[config.mk]
export PLATFORM = sky130hd
export DESIGN_NAME = instr_prefetch_queue
export DESIGN_NICKNAME = d
export VERILOG_FILES = /design/src/rtl/instr_prefetch_queue.sv
export SDC_FILE = /design/constraint.sdc
export NUM_CORES = 1
export LEC_CHECK = 0
export CAP_MARGIN = 30
export CORE_MARGIN = 8
export CORE_UTILIZATION = 55
export DETAILED_ROUTE_END_ITERATION = 16
export GPL_TIMING_DRIVEN = 0
export PLACE_DENSITY = 0.85
export REMOVE_ABC_BUFFERS = 1
export SETUP_SLACK_MARGIN = 0.5
export SYNTH_ARGS = -nofsm -noshare
export SYNTH_HDL_FRONTEND = slang
export SYNTH_SLANG_ARGS = --single-unit
[constraint.sdc]
create_clock -name Clock -period 2.95 [get_ports Clock]
set_input_delay 0.59 -clock Clock [delete_from_list [all_inputs] [get_ports Clock]]
set_output_delay 0.59 -clock Clock [all_outputs]
set_load 0.01 [all_outputs]
[src/rtl/instr_prefetch_queue.sv]
// In-order instruction prefetch queue between the IROM fetch path and the control FSM.
// Optional same-cycle bypass of an empty queue when IPQ_BYPASS_EN is defined.
module instr_prefetch_queue #(
  parameter int unsigned WIDTH = 16,
  parameter int unsigned DEPTH = 4
) (
  input  logic                         Clock,
  input  logic                         Reset_n,
  input  logic                         Flush,
  input  logic                         In_valid,
  output logic                         In_ready,
  input  logic [WIDTH-1:0]             Data_in,
  output logic                         Out_valid,
  input  logic                         Out_ready,
  output logic [WIDTH-1:0]             Data_out,
  output logic [$clog2(DEPTH+1)-1:0]   Count
);

  localparam int unsigned PtrW = $clog2(DEPTH);
  localparam int unsigned CntW = $clog2(DEPTH + 1);
  localparam logic [CntW-1:0] DepthCnt = CntW'(DEPTH);

  logic [WIDTH-1:0] mem_q [DEPTH];
  logic [PtrW-1:0]  wr_ptr_q, wr_ptr_d;
  logic [PtrW-1:0]  rd_ptr_q, rd_ptr_d;
  logic [CntW-1:0]  count_q, count_d;
  logic [WIDTH-1:0] hold_q, hold_d;
  logic [WIDTH-1:0] head;
  logic             q_valid, q_ready;
  logic             push, pop;
  logic             bypass, bypass_take;

  assign head    = mem_q[rd_ptr_q];
  assign q_valid = (count_q != '0);
  assign q_ready = (count_q < DepthCnt);

`ifdef IPQ_BYPASS_EN
  assign bypass = !q_valid && In_valid && !Flush;
`else
  assign bypass = 1'b0;
`endif

  // A bypassed word consumed in the same cycle never enters storage.
  assign bypass_take = bypass && Out_ready;
  assign push        = In_valid && q_ready && !Flush && !bypass_take;
  assign pop         = q_valid && Out_ready && !Flush;

  always_comb begin
    wr_ptr_d = wr_ptr_q;
    rd_ptr_d = rd_ptr_q;
    count_d  = count_q;
    hold_d   = hold_q;
    if (Flush) begin
      wr_ptr_d = '0;
      rd_ptr_d = '0;
      count_d  = '0;
    end else begin
      if (push) wr_ptr_d = wr_ptr_q + PtrW'(1);
      if (pop)  rd_ptr_d = rd_ptr_q + PtrW'(1);
      count_d = count_q + CntW'(push) - CntW'(pop);
    end
    // Keep the head visible once the queue drains (IR hold behaviour).
    if (q_valid && (pop || Flush)) begin
      hold_d = head;
    end else if (bypass_take) begin
      hold_d = Data_in;
    end
  end

  always_ff @(posedge Clock or negedge Reset_n) begin
    if (!Reset_n) begin
      wr_ptr_q <= '0;
      rd_ptr_q <= '0;
      count_q  <= '0;
      hold_q   <= '0;
    end else begin
      wr_ptr_q <= wr_ptr_d;
      rd_ptr_q <= rd_ptr_d;
      count_q  <= count_d;
      hold_q   <= hold_d;
    end
  end

  // Storage needs no reset; its contents are only read while count_q covers them.
  always_ff @(posedge Clock) begin
    if (push) mem_q[wr_ptr_q] <= Data_in;
  end

  assign In_ready  = q_ready;
  assign Out_valid = q_valid || bypass;
  assign Count     = count_q;

  always_comb begin
    if (bypass)       Data_out = Data_in;
    else if (q_valid) Data_out = head;
    else              Data_out = hold_q;
  end

endmodule

-- Word level (Yosys, flattened, before mapping)
Memories as Yosys holds them, arrays and structs flattened.
Cells that the tools add are included.
- $add $sub $neg: 4
- multiplexer cells: 8
- reductions and logical operators: 10
- $lt $le $gt $ge: 1
- operators with widths (kind ; number):
    16-bit two-way mux ; 1
    2-bit two-way mux ; 4
    1-bit logical AND ; 5
    2-bit by 1-bit adder with 2-bit output, second input constant ; 2
    2-bit nonzero test ; 2
    3-bit by 1-bit adder with 3-bit output ; 1
    3-bit less-than comparator, second input constant ; 1
    3-bit two-way mux ; 1
    3-bit nonzero test ; 1
    3-bit by 1-bit subtractor with 3-bit output ; 1
    1-bit two-way mux ; 2
    1-bit zero test ; 1
    1-bit logical OR ; 1
- bits in registers: 23
- memories: 1
- word-level logic and storage cells: 28
- output and inout bits: 21
- memory bits (writable): 64
- bits of input ports: 21
- memories (memory ; words ; width ; rd ports ; clocked after memory_dff ; write ports ; RTL line ; source):
    mem_q ; 4 ; 16 ; 1 ; 0 ; 1 ; 23 ; logic [WIDTH-1:0] mem_q [DEPTH];

-- Logic depth before layout (Yosys ltp)
- depth after elaboration: 6
- mapped depth: 11
- mapped depth without buffers: 11

-- Worst setup path after synthesis
OpenSTA, ideal clock, no wires.
- kind: input -> register
- from: in Flush
- to: reg count_q[2] (netlist: Count[2])
- setup time: 136 ps
- buffers on the path: 1
- setup slack: 585 ps
- cell stages on the path: 11
- required time: 2814 ps
- arrival time: 2229 ps
- path through: clkbuf_1 nor2_1 inv_1 ha_1 inv_1 ha_1 inv_1 fa_1 xnor2_1 xnor2_1 nor2_1
- word-level cells in the longest chain between the ends: 5
- elaborated cells on any way between the ends: 6
- those cells by class: 2 x add/sub; 1 x mux; 3 x reduce/logical
- RTL lines (element ; RTL line ; source):
    start: declaration ; 9 ; input logic Flush,
    1-bit zero test ; 45, 46 ;
    1-bit logical AND ; 45 ; assign push = In_valid && q_ready && !Flush && !bypass_take;
    3-bit by 1-bit adder with 3-bit output ; 60 ; count_d = count_q + CntW'(push) - CntW'(pop);
    3-bit by 1-bit subtractor with 3-bit output ; 60 ;
    3-bit two-way mux * ; 53 ; if (Flush) begin
    named net count_d[2] ; 26 ; logic [CntW-1:0] count_q, count_d;
    end signal: assignment ; 79 ; count_q <= count_d;
    end: declaration ; 26 ;
The timed path passes the listed nets; every way through them passes the cells marked *.
A chain may end at the register's enable or synchronous reset.

-- Worst setup path in the final report
- from: reg rd_ptr_q[0]
- to: out Data_out[10]
- word-level cells in the longest chain between the ends: 2
- RTL lines (element ; RTL line ; source):
    start: declaration ; 25 ; logic [PtrW-1:0] rd_ptr_q, rd_ptr_d;
    start signal: assignment ; 78 ; rd_ptr_q <= rd_ptr_d;
    memory read 4 x 16 bit ; -- ;
    16-bit two-way mux ; 95 ; else if (q_valid) Data_out = head;
    end: declaration ; 15 ; output logic [WIDTH-1:0] Data_out,
Every way passes these cells.

==> flow_metrics.py <==
metrics = {
    "run_status": {
        "status": "finished, final reports clean",
    },
    "power_and_ir_drop": {
        "total_leakage_power_nw": 1.72,
        "total_power_mw": 4.49,
        "intPower_mw": 3.18,
        "switchingPower_mw": 1.31,
        "seq_power_share_pct": 36.6,
        "peakVddDrop_mv": 0.619,
        "power.density_nw_per_um2": 983,
        "clkPwrFrac_pct": 18.1,
        "power_frac_comb_pct": 45.3,
        "switching_share_pct": 29.2,
    },
    "synthesis": {
        "async_reset_ff_share_pct": 26.4,
        "yosysWarnings": 0,
        "postSynthCellCount": 180,
        "synth-seq-cells": 87,
        "synthTopCellsByCount": "64 x edfxtp_1, 23 x dfrtp_1, 22 x mux2_2, 12 x mux4_2, 10 x mux2_4",
        "postSynthAreaPerCell_um2": 20.2,
        "syn-cell-area_um2": 3640,
        "yosysSeqAreaShare_pct": 68.7,
        "synth_edf_count": 64,
        "synth_ff_type": "edfxtp_1",
        "yosysMostFrequentCell": "edfxtp_1",
        "synthTopCellsByArea": "edfxtp_1 53%, dfrtp_1 16%, mux4_2 7.4%",
        "ys_types": 24,
        "synth_top_area_share_pct": 52.9,
        "synth_area_leader_cell": "edfxtp_1",
    },
    "clock_network": {
        "clock_sinks": 87,
        "clock_path_buffers": 2,
        "cts_root_buf": "clkbuf_8",
        "clkTransAtPathRegs_ns": 0.09,
        "clock_latency_ns": 0.35,
        "htreeDepth": 3,
        "cts_tree": "built",
        "cts-buffers-inserted": 9,
    },
    "die": {
        "die_area_um2": 9470,
        "std_cell_rows": 29,
        "dieWidth_um": 97.3,
        "fp.coreArea_um2": 6390,
        "die_h_um": 97.3,
        "num_io_pins": 42,
        "initial_core_util_pct": 56.9,
    },
    "sta": {
        "drv_slew": 0,
        "rsz0062_at_grt": "yes",
        "slew_headroom_pct": 41.7,
        "fin_crit_sh_pct": 86.2,
        "fmax_mhz": 393,
        "worst_pin_slew_ns": 0.874,
        "final.setup_skew_ns": 0.0124,
        "holdWs_ns": 0.512,
        "setup_viol": 0,
        "final.min_clock_period_ns": 2.54,
        "finalHoldViolations": 0,
    },
    "drt": {
        "drt_first_iter_violations": 109,
        "ant_nets": 0,
        "drt_wl_total_um": 7010,
        "vias": 1800,
        "avgViaCountPerCell": 5.57,
        "wl_per_cell_um": 21.7,
        "drt-pass1-iter-count": 4,
        "drc": 0,
    },
    "setup_path": {
        "crit_buf_inv": 3,
        "r2r_setup_slack_ns": 0.64,
        "crit_type": "reg2out",
        "reg2reg_depth": 10,
        "cp_max_fo": 5,
        "crit_top_cell": "buf_6",
        "cp-end-kind": "output pin",
        "cp.arrival_ns": 1.95,
        "crit_path_start": "rd_ptr_q[0]",
        "reg2reg_from": "Count[1]",
        "crit_family": "multiplexers",
        "crit_chain": "buf_6, buf_12, mux4_2, mux2_4, buf_6",
        "r2r-end": "Count[2]",
        "critPathSlowestCell": "mux4_2",
        "crit_cells": 5,
        "start_kind": "flip-flop",
        "slowest_delay_ns": 0.51,
        "cp.required_ns": 2.36,
    },
    "placed_design": {
        "place_congestion": 0.731,
        "hpwlAfterDp_um": 4130,
        "dpl.cell_count": 292,
        "portBuffers": 41,
    },
    "finish": {
        "area_delta_synth_final_pct": 25.6,
        "drive_gt1_share_pct": 43.1,
        "final_cells": 323,
        "num-nets-final": 269,
        "n_antenna_cell": 0,
    },
    "grt": {
        "track_usage_pct": 14.6,
        "grt_pass1_vias": 1994,
        "antenna_found_initial": 0,
        "grt_max_degree": 19,
        "grt_pass1_wl_um": 10700,
        "grt_overflow_total": 0,
    },
    "min_path": {
        "min_from": "hold_q[1]",
        "hp-class": "reg2reg",
        "min_to": "hold_q[1]",
        "min_delay_path_depth": 1,
    },
    "job": {
        "drv_cap": 0,
    },
}
-- layout make-up --
type | instances | area, um2
Fill cell | 379 | 1820
Timing Repair Buffer | 57 | 637
Multi-Input combinational cell | 80 | 1110
Inverter | 6 | 22.5
Clock inverter | 7 | 72.6
Clock buffer | 9 | 124
Tap cell | 77 | 96.3
Sequential cell | 87 | 2500
-- power groups by stage --
| stage | registers (mW) | clock network (mW) | logic, mW |
|---|---|---|---|
| detailed placement | 1.66 | 0 | 1.56 |
| floorplan | 1.64 | 0 | 0.913 |
| global route | 1.66 | 0.868 | 2.16 |
| global placement | 1.68 | 0 | 1.48 |
| finish | 1.64 | 0.813 | 2.03 |
| CTS | 1.62 | 0.817 | 1.83 |
-- worst max-delay path by stage --
| stage | endpoint | slack, ns |
|---|---|---|
| detailed placement | Count[2] | -0.08 |
| floorplan | Data_out[10] | 0.57 |
| global route | Data_out[10] | 0.34 |
| global placement | Data_out[14] | -0.16 |
| CTS | Data_out[9] | 0.41 |
| finish | Data_out[10] | 0.41 |
-- cells in the final DEF (no fill, tap or decap) --
master,synthesis,routed
buf_8,0,1
buf_12,2,2
buf_4,0,7
or3_4,0,2
inv_1,6,6
dfrtp_2,0,2
clkdlybuf4s50_1,0,24
o311ai_0,1,1
buf_6,3,20
mux2_2,22,6
mux4_2,12,16
and2_1,4,4
buf_16,0,2
mux2_4,10,26
xnor2_2,0,1
fa_2,0,1
o21ai_4,1,1
nor2b_1,1,1
o31ai_2,0,1
dfrtp_1,23,21
mux2i_1,1,1
ha_1,6,6
nand2b_4,0,1
nor2_1,8,7
clkinvlp_4,0,2
clkinv_4,0,1
xor2_1,2,2
inv_6,0,1
xnor2_1,3,2
bufinv_16,0,1
dlygate4sd2_1,0,1
nor2_2,0,1
clkbuf_8,0,9
clkinv_2,0,2
edfxtp_1,64,64
-- state kept, by name (all words and copies together), names as in the netlist --
signal / count
Count: 3
hold_q: 16
rd_ptr_q: 2
mem_q: 64
wr_ptr_q: 2
-- metal layers --
| layer | track usage (%) | part of all wire (%) |
|---|---|---|
| met1 | 17.4 | 42 |
| met2 | 25.3 | 53 |
| met3 | 3.27 | 3.9 |
| met4 | 5.01 | 1.0 |
| met5 | 0 | 0 |
-- what timing repair did --
action                     4_1_cts  5_1_grt
gates cloned                     2        1
setup endpoints to repair       18       18
pin swaps                        1        1
setup buffers                    9        3
gates resized for setup         99       22
hold buffers                     0        0
-- metrics by stage --
step / setup slack, ns / instance area [um2] / utilization, % / TNS [ns]
final: 0.407 / 4570 / 71.5 / 0
after global routing: 0.342 / 4570 / 71.5 / 0
after CTS: 0.414 / 4440 / 69.5 / 0
after detailed placement: -0.0838 / 4090 / 64.0 / -0.0838
after global placement: -0.164 / 4060 / 63.5 / -1.82
after floorplan: 0.570 / 3550 / - / 0
-- logic make-up (layout without fill, tap and decap cells) --
logic type / after synthesis / in the layout / synth area share (%)
muxes: 49 / 49 / 21.5
adders and majority gates: 7 / 7 / 2.62
AOI/OAI and AO/OA: 3 / 3 / 0.895
DFF: 87 / 87 / 68.7
and+or+nand+nor: 15 / 16 / 2.03
buffers and inverters: 14 / 79 / 3.03
xor gates and xnor gates: 5 / 5 / 1.20
No activity file was read; power rests on OpenSTA's default activity.
